--- src/rtl/multicycle_control_fsm.sv ---
// Multi-cycle MIPS control sequencer: state-decoded datapath controls, memory-ready
// handshake with a bounded wait, and a one-cycle fault state for illegal ops or timeouts.
module multicycle_control_fsm #(
  parameter int width    = 6,
  parameter int WAIT_MAX = 16
) (
  input  logic             clk,
  input  logic             reset,
  input  logic [width-1:0] Op,
  input  logic [width-1:0] Funct,
  input  logic             MemReady,
  output logic             PCWrite,
  output logic             PCWriteCond,
  output logic [1:0]       PCSrc,
  output logic             IorD,
  output logic             MemRead,
  output logic             MemWrite,
  output logic             IRWrite,
  output logic             RegDst,
  output logic             MemtoReg,
  output logic             RegWrite,
  output logic             JAL,
  output logic             ALUSrcA,
  output logic [1:0]       ALUSrcB,
  output logic [1:0]       ALUOp,
  output logic [1:0]       Fault,
  output logic [3:0]       State
);

  // state  | meaning
  // 0-2    | IDLE, FETCH (IR load, PC+4), DECODE (branch target precompute)
  // 3-6    | MEMADR, MEMRD, MEMWB, MEMWR        7-8   | REXEC, RWB
  // 9-14   | BEQ, ADDIEX, ADDIWB, JUMP, JALS, JR  15  | FAULT (one cycle, cause on Fault)
  typedef enum logic [3:0] {
    S_IDLE   = 4'd0,  S_FETCH  = 4'd1,  S_DECODE = 4'd2,  S_MEMADR = 4'd3,
    S_MEMRD  = 4'd4,  S_MEMWB  = 4'd5,  S_MEMWR  = 4'd6,  S_REXEC  = 4'd7,
    S_RWB    = 4'd8,  S_BEQ    = 4'd9,  S_ADDIEX = 4'd10, S_ADDIWB = 4'd11,
    S_JUMP   = 4'd12, S_JALS   = 4'd13, S_JR     = 4'd14, S_FAULT  = 4'd15
  } state_t;

  localparam logic [width-1:0] OP_RTYPE = width'(6'b000000);
  localparam logic [width-1:0] OP_LW    = width'(6'b100011);
  localparam logic [width-1:0] OP_SW    = width'(6'b101011);
  localparam logic [width-1:0] OP_BEQ   = width'(6'b000100);
  localparam logic [width-1:0] OP_ADDI  = width'(6'b001000);
  localparam logic [width-1:0] OP_J     = width'(6'b000010);
  localparam logic [width-1:0] OP_JAL   = width'(6'b000011);
  localparam logic [width-1:0] FN_JR    = width'(6'b001000);

  localparam logic [1:0] FAULT_ILLEGAL = 2'b01;
  localparam logic [1:0] FAULT_TIMEOUT = 2'b10;
  localparam bit         TIMEOUT_EN    = (WAIT_MAX != 0);
  localparam logic [4:0] WAIT_LAST     = 5'(WAIT_MAX - 1);

  state_t     r_state;
  logic [4:0] r_wait_cnt;
  logic [1:0] r_fault_cause;
  logic       w_wait_state;
  logic       w_timeout;

  assign w_wait_state = (r_state == S_FETCH) || (r_state == S_MEMRD) || (r_state == S_MEMWR);
  // A ready on the final allowed cycle still completes the access.
  assign w_timeout    = TIMEOUT_EN && w_wait_state && !MemReady && (r_wait_cnt == WAIT_LAST);

  always_ff @(posedge clk or posedge reset) begin
    if (reset) begin
      r_state       <= S_IDLE;
      r_wait_cnt    <= 5'd0;
      r_fault_cause <= 2'b00;
    end else begin
      r_wait_cnt <= (w_wait_state && !MemReady) ? r_wait_cnt + 5'd1 : 5'd0;
      case (r_state)
        S_IDLE: r_state <= S_FETCH;
        S_FETCH: begin
          r_fault_cause <= 2'b00;
          if (MemReady) begin
            r_state <= S_DECODE;
          end else if (w_timeout) begin
            r_state       <= S_FAULT;
            r_fault_cause <= FAULT_TIMEOUT;
          end
        end
        S_DECODE: begin
          if (Op == OP_LW || Op == OP_SW) r_state <= S_MEMADR;
          else if (Op == OP_RTYPE)        r_state <= (Funct == FN_JR) ? S_JR : S_REXEC;
          else if (Op == OP_BEQ)          r_state <= S_BEQ;
          else if (Op == OP_ADDI)         r_state <= S_ADDIEX;
          else if (Op == OP_J)            r_state <= S_JUMP;
          else if (Op == OP_JAL)          r_state <= S_JALS;
          else begin
            r_state       <= S_FAULT;
            r_fault_cause <= FAULT_ILLEGAL;
          end
        end
        S_MEMADR: r_state <= (Op == OP_LW) ? S_MEMRD : S_MEMWR;
        S_MEMRD, S_MEMWR: begin
          if (MemReady) begin
            r_state <= (r_state == S_MEMRD) ? S_MEMWB : S_FETCH;
          end else if (w_timeout) begin
            r_state       <= S_FAULT;
            r_fault_cause <= FAULT_TIMEOUT;
          end
        end
        S_REXEC:  r_state <= S_RWB;
        S_ADDIEX: r_state <= S_ADDIWB;
        S_MEMWB, S_RWB, S_BEQ, S_ADDIWB, S_JUMP, S_JALS, S_JR, S_FAULT: r_state <= S_FETCH;
        default:  r_state <= S_IDLE;
      endcase
    end
  end

  always_comb begin
    PCWrite     = 1'b0;
    PCWriteCond = 1'b0;
    PCSrc       = 2'b00;
    IorD        = 1'b0;
    MemRead     = 1'b0;
    MemWrite    = 1'b0;
    IRWrite     = 1'b0;
    RegDst      = 1'b0;
    MemtoReg    = 1'b0;
    RegWrite    = 1'b0;
    JAL         = 1'b0;
    ALUSrcA     = 1'b0;
    ALUSrcB     = 2'b00;
    ALUOp       = 2'b00;
    Fault       = 2'b00;
    case (r_state)
      S_FETCH: begin
        MemRead = 1'b1;
        ALUSrcB = 2'b01;
        IRWrite = MemReady;
        PCWrite = MemReady;
      end
      S_DECODE: ALUSrcB = 2'b11;
      S_MEMADR, S_ADDIEX: begin
        ALUSrcA = 1'b1;
        ALUSrcB = 2'b10;
      end
      S_MEMRD: begin
        MemRead = 1'b1;
        IorD    = 1'b1;
      end
      S_MEMWB: begin
        RegWrite = 1'b1;
        MemtoReg = 1'b1;
      end
      S_MEMWR: begin
        MemWrite = 1'b1;
        IorD     = 1'b1;
      end
      S_REXEC: begin
        ALUSrcA = 1'b1;
        ALUOp   = 2'b10;
      end
      S_RWB: begin
        RegWrite = 1'b1;
        RegDst   = 1'b1;
      end
      S_BEQ: begin
        ALUSrcA     = 1'b1;
        ALUOp       = 2'b01;
        PCWriteCond = 1'b1;
        PCSrc       = 2'b01;
      end
      S_ADDIWB: RegWrite = 1'b1;
      S_JUMP: begin
        PCWrite = 1'b1;
        PCSrc   = 2'b10;
      end
      S_JALS: begin
        PCWrite  = 1'b1;
        PCSrc    = 2'b10;
        RegWrite = 1'b1;
        JAL      = 1'b1;
      end
      S_JR: begin
        PCWrite = 1'b1;
        PCSrc   = 2'b11;
      end
      S_FAULT: Fault = r_fault_cause;
      default: ;
    endcase
  end

  assign State = r_state;

endmodule

--- config.mk ---
export PLATFORM = sky130hd
export DESIGN_NAME = multicycle_control_fsm
export DESIGN_NICKNAME = d
export VERILOG_FILES = /design/src/rtl/multicycle_control_fsm.sv
export SDC_FILE = /design/constraint.sdc
export NUM_CORES = 1
export LEC_CHECK = 0
export ABC_CLOCK_PERIOD_IN_PS = 5300
export CORE_MARGIN = 2
export CORE_UTILIZATION = 47
export CTS_CLUSTER_DIAMETER = 30
export DETAILED_ROUTE_END_ITERATION = 7
export GPL_ROUTABILITY_DRIVEN = 0
export PLACE_DENSITY = 0.82
export SLEW_MARGIN = 25
export SYNTH_ARGS = -nofsm -noshare
export SYNTH_HDL_FRONTEND = slang
export SYNTH_SLANG_ARGS = --single-unit
--- constraint.sdc ---
create_clock -name clk -period 5.3 [get_ports clk]
set_input_delay 1.59 -clock clk [delete_from_list [all_inputs] [get_ports clk]]
set_output_delay 1.59 -clock clk [all_outputs]
set_load 0.005 [all_outputs]
After elaboration in Yosys (flattened, before gate mapping)
Cells that the tools add are included.
- bits in registers: 11
- output and inout port bits: 23
- input bits: 15
- logic and storage cells: 93
- add/subtract/negate cells: 1
- reductions and logical operators: 18
- equality and inequality tests: 31
- muxes and demuxes: 40
- operator list (kind ; count):
    == test 4 bit (second input constant) ; 8
    two-way mux 2 bit ; 14
    one-hot mux 4 bit (7 select lines) ; 1
    two-way mux 4 bit ; 6
    one-hot mux 2 bit (3 select lines) ; 3
    == test 4 x 3 -> 1 bit (second input constant) ; 4
    inequality test 2 bit (second input constant) ; 7
    == test 6 x 2 -> 1 bit (second input constant) ; 2
    == test 6 x 4 -> 1 bit (second input constant) ; 2
    == test 6 bit (second input constant) ; 2
    two-way mux 1 bit ; 10
    two-way mux 3 bit ; 3
    AND reduction 9 bit ; 1
    OR reduction 9 bit ; 1
    == test 4 x 2 -> 1 bit (second input constant) ; 2
    OR reduction 2 bit ; 4
    OR reduction 4 bit ; 2
    == test 6 x 3 -> 1 bit (second input constant) ; 1
    zero test 6 bit ; 1
    adder 5 x 1 -> 5 bit (second input constant) ; 1
    == test 5 x 4 -> 1 bit (second input constant) ; 1
    two-way mux 5 bit ; 1
    == test 4 x 1 -> 1 bit (second input constant) ; 1
    zero test 4 bit ; 1
    8 further kinds ; 11

Logic depth before layout (Yosys ltp)
Gate-level depths: netlist of run 1.
- depth in word-level cells: 8
- mapped depth: 7
- gate-level depth less buffers: 7

Least setup slack after synthesis of run 1
OpenSTA, ideal clock, no wires.
- kind: input port to output port
- from: in MemReady
- to: out PCWrite
- stages: 3
- data required time: 3710 ps
- path slack: 1753 ps
- buffers on the path: 1
- arrival: 1957 ps
- cell sequence: buf_2 -> a21oi_1 -> o22ai_1
- cells in the longest elaborated chain, start to end: 1
- RTL lines (item ; line ; RTL):
    start: declaration ; 11 ; input logic MemReady,
    one-hot mux 1 bit (2 select lines) ; 128 ; case (r_state)
    end: declaration ; 12 ; output logic PCWrite,
Every way passes these cells.

Worst setup path after layout of run 1
Same ends and word-level chain as after synthesis.

==> results.txt, run 1 <==
----------------------------------------------------
[Power and ir drop]
  Pwr Total ... 555 uW
  Lkg Pwr ... 0.000533 uW
  Net Switching ... around 230 uW
  Switching power share of the total ... 0.411
  Power per standard cell area ... just over 400 nW/um^2
  Logic gate share of total power ... 0.579
  Clock power share ... 0.103
  Design internal power ... 327 uW
  Part of the power in registers ... 0.318
  Worst vdd ir ... 281 uV

[STA]
  Time the worst path needs with I/O delays and setup ... 4630 ps
  Maximum clock skew at final layout ... 4.20 ps
  Final Hold Fails ... 0
  Final total negative setup slack ... 0 ps
  # setup viols final ... 0
  RSZ-0062 raised after global routing ... no
  Fraction of the cycle the final worst path needs ... 0.873
  Max Freq ... 216 MHz
  Worst Slack Setup Final ... about 670 ps
  Max-slew headroom ... 0.545
  Final slew viol count ... 0
  Transition time at the pin with the least slew margin ... slightly below 700 ps

[Routing]
  Post-detailed-route DRC marker count ... 0
  Length of routed met2 wiring ... 1.17 mm
  ANT nets after route ... 0
  Detailed-route vias per instance ... around 5.6
  Via count ... 1031
  DR WL met3 ... 130 um
  First-pass detailed-route iteration total ... 4
  Top sig layer ... met4
  Final wirelength ... 2.34 mm
  Initial DRC count ... 23
  WL/cell ... 12.8 um
  Total routed wire length on the met1 layer ... around 1.0 mm

[Worst hold path]
  Path class of the lowest-slack min-delay path ... reg -> reg
  Depth of the worst hold-timing path ... 1

[Global route]
  Wire length of the first global-routing pass ... around 3.9 mm
  Total Routing Usage GR ... 0.198
  Maximum number of pins on one net before global-route repair ... 24
  Antenna violations before repair ... 0
  Number of global-route vias before repair ... 964
  Overflow left after global routing ... 0

[Clock tree]
  Clock transition at the register clock pins on the worst setup and hold paths after CTS ... around 60 ps
  CTS tree ... built
  Number of clock sinks seen by CTS ... 11
  CTS H-tree depth ... 1
  Setup Fix Bufs, Post-CTS ... 0
  Number of hold buffers added after cts ... 0
  Clock root cell ... clkbuf_4
  Resize count post-CTS ... 0
  Clock insertion delay at the later pin of the skew report ... roughly 270 ps
  Number of CTS-inserted buffers ... 3
  Maximum clock path buffer count ... 2

[Synthesis]
  Average footprint of a synthesized cell ... 7.78 um^2
  Post-Syn Nets ... about 140
  Post-synthesis cell area ... 988 um^2
  Gate count of the mapped netlist ... 127
  Number of warning messages in the yosys log ... 0
  Top cells by area in the synthesized netlist ... dfrtp_1 (28%), nor2_1 (7.2%), mux2i_1 (4.1%)
  Number of distinct library cells after synthesis ... 47
  Asr flop ratio synth ... 1.00
  Post-synthesis sequential element count ... 11
  EDFF count, synth ... 0
  Share of the yosys chip area belonging to registers ... 0.278
  Ys flop type ... dfrtp_1
  Portion of synthesized cell area occupied by the leading cell type ... 0.278
  Library cell with the largest summed area after synthesis ... dfrtp_1

[Layout]
  Nets ... 174
  Count of antenna diodes in the layout ... 0
  Layout area overhead ... 37.5%
  Layout cell share with drive strength beyond 1 ... 0.0385
  Share of the core filled with cells in the final layout ... 0.686
  Most used cells in the layout excluding fill and tap cells ... clkdlybuf4s50_1 (37), nor2_1 (19), dfrtp_1 (11), nand2_1 (10), inv_1 (8)
  Leading cell type in the layout, fill and taps excluded ... clkdlybuf4s50_1

[Floorplanning]
  DIE WIDTH ... 49.9 um
  Die Height ... 49.9 um
  Number of placement rows ... 16
  Core Area ... 1980 um^2
  Initial Utilization ... 0.499
  Io pins ... 38
  Total Die Area ... 2490 um^2

[Status]
  Outcome ... completed

[Placement]
  Placement-stage worst setup slack ... ~690 ps
  Number of input and output port buffers inserted ... 37
  Detail Placement HPWL ... 1.81 mm

[Setup path]
  Required arrival time at the worst endpoint ... 3710 ps
  Type of the worst setup path ... in -> out
  Number of cells on the worst reg-to-reg path ... 7
  CP max stage delay ... roughly 650 ps
  Worst-path maximum fanout ... 10
  Buf+Inv Stages, Crit Path ... 2
  Signal arrival time at the worst endpoint ... 3040 ps
  Cell chain of the critical path ... clkdlybuf4s50_1 -> a21oi_1 -> o22ai_1 -> clkdlybuf4s50_1
  Cell type of the slowest stage on the worst timing path ... clkdlybuf4s50_1
  Top delay family on crit path ... buffers and inverters
  Startpoint type of the worst setup path ... input pin
  Worst path depth ... 4
  Critical path endpoint category ... primary output
  Cell occurring most often along the worst timing path ... clkdlybuf4s50_1

[Run]
  Max Cap Viol ... 0

----------------------------------------------------
cell type report:
| type | instances | area [um^2] |
|---|---|---|
| Multi-Input combinational cell | 96 | 623 |
| Timing Repair Buffer | 37 | 370 |
| Tap cell | 27 | 33.8 |
| Sequential cell | 11 | 275 |
| Fill cell | 174 | 623 |
| Clock buffer | 4 | 26.3 |
| Inverter | 8 | 30.0 |
flip-flops by register name, summed over array words and instances, names as in the netlist:
signal and count:
r_fault_cause 2, r_wait_cnt 5, State 4
final timing paths:
check                         startpoint                to  slack [ps]
setup reg to reg           r_wait_cnt[0]  r_fault_cause[0]        3260
hold / removal             r_wait_cnt[0]     r_wait_cnt[0]         460
setup / recovery                MemReady           PCWrite         670
min in group asynchronous          reset     r_wait_cnt[2]        1600
hold reg to reg            r_wait_cnt[0]     r_wait_cnt[0]         460
max in group asynchronous          reset  r_fault_cause[0]        3410
layer usage:
metal	track usage	vias up
li1	-	511
met1	0.218	478
met2	0.382	40
met3	0.0273	2
met4	0.0694	0
met5	0	-
synth_stat cells, drive strengths merged, types with 2 or more instances:
library cell,number
clkbuf,6
o2bb2ai,2
dfrtp,11
mux2i,4
nor3,3
o22ai,2
nor2,19
a21oi,7
inv,8
and2,2
nor4,2
buf,6
ha,2
o211ai,3
nor4b,3
o31ai,2
a211oi,3
nand2,10
nand2b,5
o21ai,3
a211o,2
xnor2,2
logic make-up after synthesis:
kind of cell,after synthesis,synth area share
xor+xnor,3,0.0266
fa+ha+maj,2,0.0253
flops,11,0.278
compound gates,32,0.229
buf+inv,20,0.0911
simple gates,55,0.309
mux,4,0.0405
per-stage QoR:
stage                     cell area, um^2  hold slack (ps)  instances
after global placement               1330              447        179
after detailed placement             1330              454        179
after CTS                            1360              462        183
after floorplan                       988              433        127
after global routing                 1360              504        183
final                                1360              465        183
power by group through the flow:
stage	registers [uW]	clock network (uW)	logic, uW
global route	183	62.4	353
detailed placement	176	0	323
CTS	174	58.7	324
floorplan	122	0	233
finish	176	57.4	321
global placement	173	0	318
Note: power is estimated with default switching activity, not from simulation.
==> run 2, diff against run 1 <==
--- a/config.mk
+++ b/config.mk
@@ -11,7 +11,7 @@
 export CTS_CLUSTER_DIAMETER = 30
 export DETAILED_ROUTE_END_ITERATION = 7
 export GPL_ROUTABILITY_DRIVEN = 0
-export PLACE_DENSITY = 0.82
+export PLACE_DENSITY = 0.85
 export SLEW_MARGIN = 25
 export SYNTH_ARGS = -nofsm -noshare
 export SYNTH_HDL_FRONTEND = slang
==> run 2 against run 1 <==
Fmax down 0.15%. Register-to-register slack got worse by 30 ps. Flip-flop and latch count unchanged. Via count rose by 0.97%. Total power fell by 0.67%. Cell count unchanged. Highest routed layer unchanged. Worst setup slack lost 6.8 ps. Clock skew shrank 2.1 ps. Critical path type unchanged.
==> results.txt, run 2 (synthesis gave the netlist of run 1 again) <==
----------------------------------------------------
[Placement]
  Placed Area ... 1330 um^2 (unchanged)
  Placement-stage worst setup slack ... 691 ps (+4.01 ps)
  Number of input and output port buffers inserted ... 37 (unchanged)
  Detail Placement HPWL ... 1.85 mm (+2.4%)
  Cell Count Post-Placement ... 179 (unchanged)

[STA]
  Max Freq ... 216 MHz (-0.15%)
  Max-slew headroom ... 0.547 (+0.00221)
  Maximum clock skew at final layout ... 2.14 ps (-2.06 ps)
  Final total negative setup slack ... 0 ps (unchanged)
  Final slew viol count ... 0 (unchanged)
  Worst Slack Setup Final ... 668 ps (-6.78 ps)
  Time the worst path needs with I/O delays and setup ... 4630 ps (+6.78 ps)
  Transition time at the pin with the least slew margin ... 679 ps (-3.31 ps)
  # setup viols final ... 0 (unchanged)
  Smallest hold slack ... 474 ps (+9.47 ps)
  Final Hold Fails ... 0 (unchanged)
  RSZ-0062 raised after global routing ... no
  Fraction of the cycle the final worst path needs ... 0.874 (+0.00128)

[Setup path]
  Cell occurring most often along the worst timing path ... clkdlybuf4s50_1
  Type of the worst setup path ... in -> out
  Critical path endpoint category ... primary output
  Startpoint type of the worst setup path ... input pin
  Required arrival time at the worst endpoint ... 3710 ps (about the same)
  Top delay family on crit path ... buffers and inverters
  Worst-path maximum fanout ... 10 (unchanged)
  Signal arrival time at the worst endpoint ... 3040 ps (about the same)
  CP max stage delay ... 670 ps (+20 ps)
  Cell type of the slowest stage on the worst timing path ... clkdlybuf4s50_1
  Worst path depth ... 4 (unchanged)
  Number of cells on the worst reg-to-reg path ... 7 (unchanged)
  Cell chain of the critical path ... clkdlybuf4s50_1 -> a21oi_1 -> o22ai_1 -> clkdlybuf4s50_1
  Buf+Inv Stages, Crit Path ... 2 (unchanged)

[Clock tree]
  CTS H-tree depth ... 1 (unchanged)
  Number of hold buffers added after cts ... 0 (unchanged)
  Maximum clock path buffer count ... 2 (unchanged)
  Number of CTS-inserted buffers ... 3 (unchanged)
  Resize count post-CTS ... 0 (unchanged)
  Setup Fix Bufs, Post-CTS ... 0 (unchanged)
  Clock transition at the register clock pins on the worst setup and hold paths after CTS ... 70 ps (about the same)
  Clock root cell ... clkbuf_4
  CTS tree ... built
  Number of clock sinks seen by CTS ... 11 (unchanged)
  Clock insertion delay at the later pin of the skew report ... 260 ps (about the same)

[Layout]
  Nets ... 174 (unchanged)
  Max FFs per register ... 5 (unchanged)
  Most used cells in the layout excluding fill and tap cells ... clkdlybuf4s50_1 (37), nor2_1 (19), dfrtp_1 (11), nand2_1 (10), inv_1 (8)
  Post-route cell area ... 1360 um^2 (unchanged)
  Layout cell share with drive strength beyond 1 ... 0.0385 (unchanged)
  Count of antenna diodes in the layout ... 0 (unchanged)
  # fillers ... 156 (-10%)
  Number of non-filler instances in the completed layout ... 183 (unchanged)
  Layout area overhead ... 37.5% (unchanged)
  Storage element area ... 275 um^2 (unchanged)
  Biggest register ... r_wait_cnt
  Area used by multi-input combinational logic ... 623 um^2 (unchanged)
  Leading cell type in the layout, fill and taps excluded ... clkdlybuf4s50_1

[Global route]
  Number of global-route vias before repair ... 826 (-14%)
  Total Routing Usage GR ... 0.201 (+0.00269)
  Antenna violations before repair ... 0 (unchanged)
  Maximum number of pins on one net before global-route repair ... 24 (unchanged)
  Wire length of the first global-routing pass ... 3.91 mm (+1.1%)
  Overflow left after global routing ... 0 (unchanged)

[Power and ir drop]
  Switching power share of the total ... 0.407 (-0.00387)
  Design internal power ... 327 uW (about the same)
  Part of the power in registers ... 0.319 (about the same)
  Logic gate share of total power ... 0.580 (about the same)
  Power per standard cell area ... 406 nW/um^2 (-0.67%)
  Net Switching ... 225 uW (-1.6%)
  Clock power share ... 0.101 (-0.002)
  Lkg Pwr ... 0.000533 uW (unchanged)
  Worst vdd ir ... 245 uV (-13%)

[Worst hold path]
  Depth of the worst hold-timing path ... 1 (unchanged)
  Path class of the lowest-slack min-delay path ... reg -> reg

[Routing]
  Final wirelength ... 2.36 mm (+0.51%)
  Post-detailed-route DRC marker count ... 0 (unchanged)
  ANT nets after route ... 0 (unchanged)
  Initial DRC count ... 23 (unchanged)
  First-pass detailed-route iteration total ... 4 (unchanged)
  Detailed-route vias per instance ... 5.69 (+0.97%)
  WL/cell ... 12.9 um (+0.51%)
  Via count ... 1041 (+0.97%)

[Floorplanning]
  Number of placement rows ... 16 (unchanged)
  Core Area ... 1980 um^2 (unchanged)
  Die Height ... 49.9 um (unchanged)
  DIE WIDTH ... 49.9 um (unchanged)
  Total Die Area ... 2490 um^2 (unchanged)
  Initial Utilization ... 0.499 (unchanged)
  Io pins ... 38 (unchanged)

[Status]
  Outcome ... completed

[Run]
  Max Cap Viol ... 0 (unchanged)

----------------------------------------------------
## run 2: cell counts in the layout (fill, tap and decap cells not counted)
No cell type changed its count.
## run 2: path summary, 6_finish.rpt
path / from / to / slack (ps)
max: MemReady / PCWrite / 670
min: r_wait_cnt[0] / r_wait_cnt[0] / 470
max reg2reg: r_wait_cnt[0] / r_fault_cause[0] / 3230
min reg2reg: r_wait_cnt[0] / r_wait_cnt[0] / 470
max in group asynchronous: reset / State[1] / 3400
min in group asynchronous: reset / r_wait_cnt[0] / 1610
## run 2: final cells by class
| cell class | count | share of cell area |
|---|---|---|
| flip-flops and latches | 11 | 0.203 |
| repair buffers | 37 | 0.273 |
| clock buffers | 4 | 0.0193 |
| well taps | 27 | 0.0249 |
| multi-input cells | 96 | 0.459 |
| inverters | 8 | 0.0221 |
## run 2: power by group through the flow
| stage | logic (uW) | clock network [uW] | registers [uW] |
|---|---|---|---|
| after floorplan | 233 | 0 | 122 |
| after global placement | 317 | 0 | 174 |
| after detailed placement | 322 | 0 | 176 |
| after CTS | 322 | 56.5 | 174 |
| after global routing | 348 | 63.0 | 185 |
| final | 320 | 55.8 | 176 |
## run 2: through the flow
step	power, uW	utilization
floorplan	354	-
global placement	491	0.672
detailed placement	498	0.672
CTS	553	0.686
global route	596	0.686
finish	551	0.686
## run 2: routing by layer
layer	global-route usage	vias up	part of all wire	routed length (um)
met2	0.320	36	0.51	1200
met1	0.291	481	0.44	1030
met3	0.0182	4	0.042	98
li1	-	520	-	-
met4	0.0556	0	0.011	27
met5	0	-	0	0
==> run 3, diff against run 2 <==
--- a/config.mk
+++ b/config.mk
@@ -6,6 +6,7 @@
 export NUM_CORES = 1
 export LEC_CHECK = 0
 export ABC_CLOCK_PERIOD_IN_PS = 5300
+export CORE_ASPECT_RATIO = 0.9
 export CORE_MARGIN = 2
 export CORE_UTILIZATION = 47
 export CTS_CLUSTER_DIAMETER = 30
==> run 3 against run 2 <==
Non-clock buffer count unchanged. Total power increased by 0.86%. Cell count fell by 1.1%. Sequential power barely moved. Register-to-register slack better by 20 ps. Die area barely moved. Design area is 0.18% lower. Largest power group unchanged. Clock power up 1%. Wire length up 2.2%.
==> results.txt, run 3 (synthesis gave the netlist of run 1 again) <==
----------------------------------------------------
[Floorplanning]
  Die Height ... 47.5 um (-4.7%)
  Total Die Area ... 2490 um^2 (about the same)
  Core Area ... 1950 um^2 (-1.5%)
  DIE WIDTH ... 52.3 um (+5.0%)
  Io pins ... 38 (unchanged)
  Initial Utilization ... 0.506 (+0.00767)
  Number of placement rows ... 15 (-1)

[Routing]
  WL/cell ... 13.3 um (+3.3%)
  Initial DRC count ... 25 (+8.7%)
  First-pass detailed-route iteration total ... 4 (unchanged)
  Detailed-route vias per instance ... 5.76 (+1.3%)
  ANT nets after route ... 0 (unchanged)
  Post-detailed-route DRC marker count ... 0 (unchanged)
  Top sig layer ... met4
  DR WL met3 ... 122 um (+24%)
  Final wirelength ... 2.41 mm (+2.2%)
  Length of routed met2 wiring ... 1.18 mm (-1.1%)
  Via count ... 1043 (+0.19%)
  Total routed wire length on the met1 layer ... 1.07 mm (+3.1%)

[Layout]
  Max FFs per register ... 5 (unchanged)
  Nets ... 174 (unchanged)
  Most used cells in the layout excluding fill and tap cells ... clkdlybuf4s50_1 (37), nor2_1 (19), dfrtp_1 (11), nand2_1 (10), inv_1 (8)
  Layout cell share with drive strength beyond 1 ... 0.0385 (unchanged)
  Biggest register ... r_wait_cnt
  Layout area overhead ... 37.2%
  Share of the core filled with cells in the final layout ... 0.695 (+0.00927)
  Count of antenna diodes in the layout ... 0 (unchanged)
  Leading cell type in the layout, fill and taps excluded ... clkdlybuf4s50_1

[Global route]
  Wire length of the first global-routing pass ... 3.86 mm (-1.4%)
  Overflow left after global routing ... 0 (unchanged)
  Number of global-route vias before repair ... 884 (+7.0%)
  Total Routing Usage GR ... 0.207 (+0.00628)
  Antenna violations before repair ... 0 (unchanged)
  Maximum number of pins on one net before global-route repair ... 24 (unchanged)

[Clock tree]
  Number of hold buffers added after cts ... 0 (unchanged)
  Number of clock sinks seen by CTS ... 11 (unchanged)
  CTS tree ... built
  CTS H-tree depth ... 1 (unchanged)
  Clock insertion delay at the later pin of the skew report ... 270 ps (about the same)
  Resize count post-CTS ... 0 (unchanged)
  Number of CTS-inserted buffers ... 3 (unchanged)
  Maximum clock path buffer count ... 2 (unchanged)
  Clock root cell ... clkbuf_4
  Setup Fix Bufs, Post-CTS ... 0 (unchanged)
  Clock transition at the register clock pins on the worst setup and hold paths after CTS ... 60 ps (about the same)

[Power and ir drop]
  Power per standard cell area ... 410 nW/um^2 (+1.0%)
  Worst vdd ir ... 222 uV (-9.3%)
  Lkg Pwr ... 0.000533 uW (unchanged)

[Placement]
  Number of input and output port buffers inserted ... 37 (unchanged)
  Detail Placement HPWL ... 1.87 mm (+1.1%)

[Setup path]
  Required arrival time at the worst endpoint ... 3710 ps (about the same)
  Cell occurring most often along the worst timing path ... clkdlybuf4s50_1
  Type of the worst setup path ... in -> out
  Top delay family on crit path ... buffers and inverters
  Worst-path maximum fanout ... 10 (unchanged)
  Cell type of the slowest stage on the worst timing path ... clkdlybuf4s50_1
  Signal arrival time at the worst endpoint ... 3040 ps (about the same)
  CP max stage delay ... 660 ps (about the same)
  Critical path endpoint category ... primary output
  Buf+Inv Stages, Crit Path ... 2 (unchanged)
  Cell chain of the critical path ... clkdlybuf4s50_1 -> a21oi_1 -> o22ai_1 -> clkdlybuf4s50_1
  Startpoint type of the worst setup path ... input pin

[STA]
  Fraction of the cycle the final worst path needs ... 0.874 (about the same)
  Time the worst path needs with I/O delays and setup ... 4630 ps (+2.24 ps)
  Final Hold Fails ... 0 (unchanged)
  Transition time at the pin with the least slew margin ... 682 ps (+2.72 ps)
  # setup viols final ... 0 (unchanged)
  RSZ-0062 raised after global routing ... no
  Maximum clock skew at final layout ... 1.38 ps (-0.760 ps)
  Max-slew headroom ... 0.545 (-0.00181)
  Max Freq ... 216 MHz (about the same)
  Smallest hold slack ... 467 ps (-7.64 ps)
  Final slew viol count ... 0 (unchanged)
  Final total negative setup slack ... 0 ps (unchanged)

[Run]
  Max Cap Viol ... 0 (unchanged)

[Worst hold path]
  Path class of the lowest-slack min-delay path ... reg -> reg

[Status]
  Outcome ... completed

----------------------------------------------------
## run 3: area by class of cell
| class | count | area [um^2] |
|---|---|---|
| inverter | 8 | 30.0 |
| timing repair buffer | 37 | 370 |
| multi-input combinational | 96 | 623 |
| sequential | 11 | 275 |
| clock buffer | 4 | 26.3 |
| tap | 25 | 31.3 |
| fill | 168 | 596 |
## run 3: layer usage
| layer | track usage | up-vias |
|---|---|---|
| met3 | 0.0375 | 5 |
| met5 | 0 | - |
| met2 | 0.373 | 38 |
| met1 | 0.259 | 481 |
| met4 | 0.0615 | 0 |
| li1 | - | 519 |
## run 3: worst register-to-register path: cells and delay by family, from the launching register on
| kind | cells | cell delay, ps |
|---|---|---|
| flops | 1 | 400 |
| compound gates | 2 | 410 |
| mux | 1 | 240 |
| fa+ha+maj | 2 | 490 |
| simple gates | 2 | 400 |
## run 3: metrics by stage
| step | total power (uW) | std cells | cell area, um^2 | setup slack, ps |
|---|---|---|---|---|
| 3_3_place_gp | 492 | 177 | 1330 | 707 |
| 5_1_grt | 600 | 181 | 1360 | 609 |
| 6_report | 556 | 181 | 1360 | 665 |
| 2_1_floorplan | 354 | 127 | 988 | 1750 |
| 3_5_place_dp | 500 | 177 | 1330 | 679 |
| 4_1_cts | 556 | 181 | 1360 | 673 |
## run 3: power breakdown
part | total, uW | internal [uW] | switching, uW
logic | 324 | 195 | 129
clock network | 56.4 | 29.2 | 27.2
registers | 176 | 103 | 73.0
## run 3: path summary, 6_finish.rpt
| path | startpoint | to | slack [ps] | cells after the start |
|---|---|---|---|---|
| min in group asynchronous | reset | r_wait_cnt[4] | 1610 | 2 |
| worst max-delay path | MemReady | PCWrite | 670 | 4 |
| worst min-delay path | r_wait_cnt[0] | r_wait_cnt[0] | 470 | 1 |
| max in group asynchronous | reset | r_fault_cause[0] | 3410 | 2 |
| worst min register to register | r_wait_cnt[0] | r_wait_cnt[0] | 470 | 1 |
| worst max register to register | r_wait_cnt[0] | r_fault_cause[0] | 3250 | 7 |
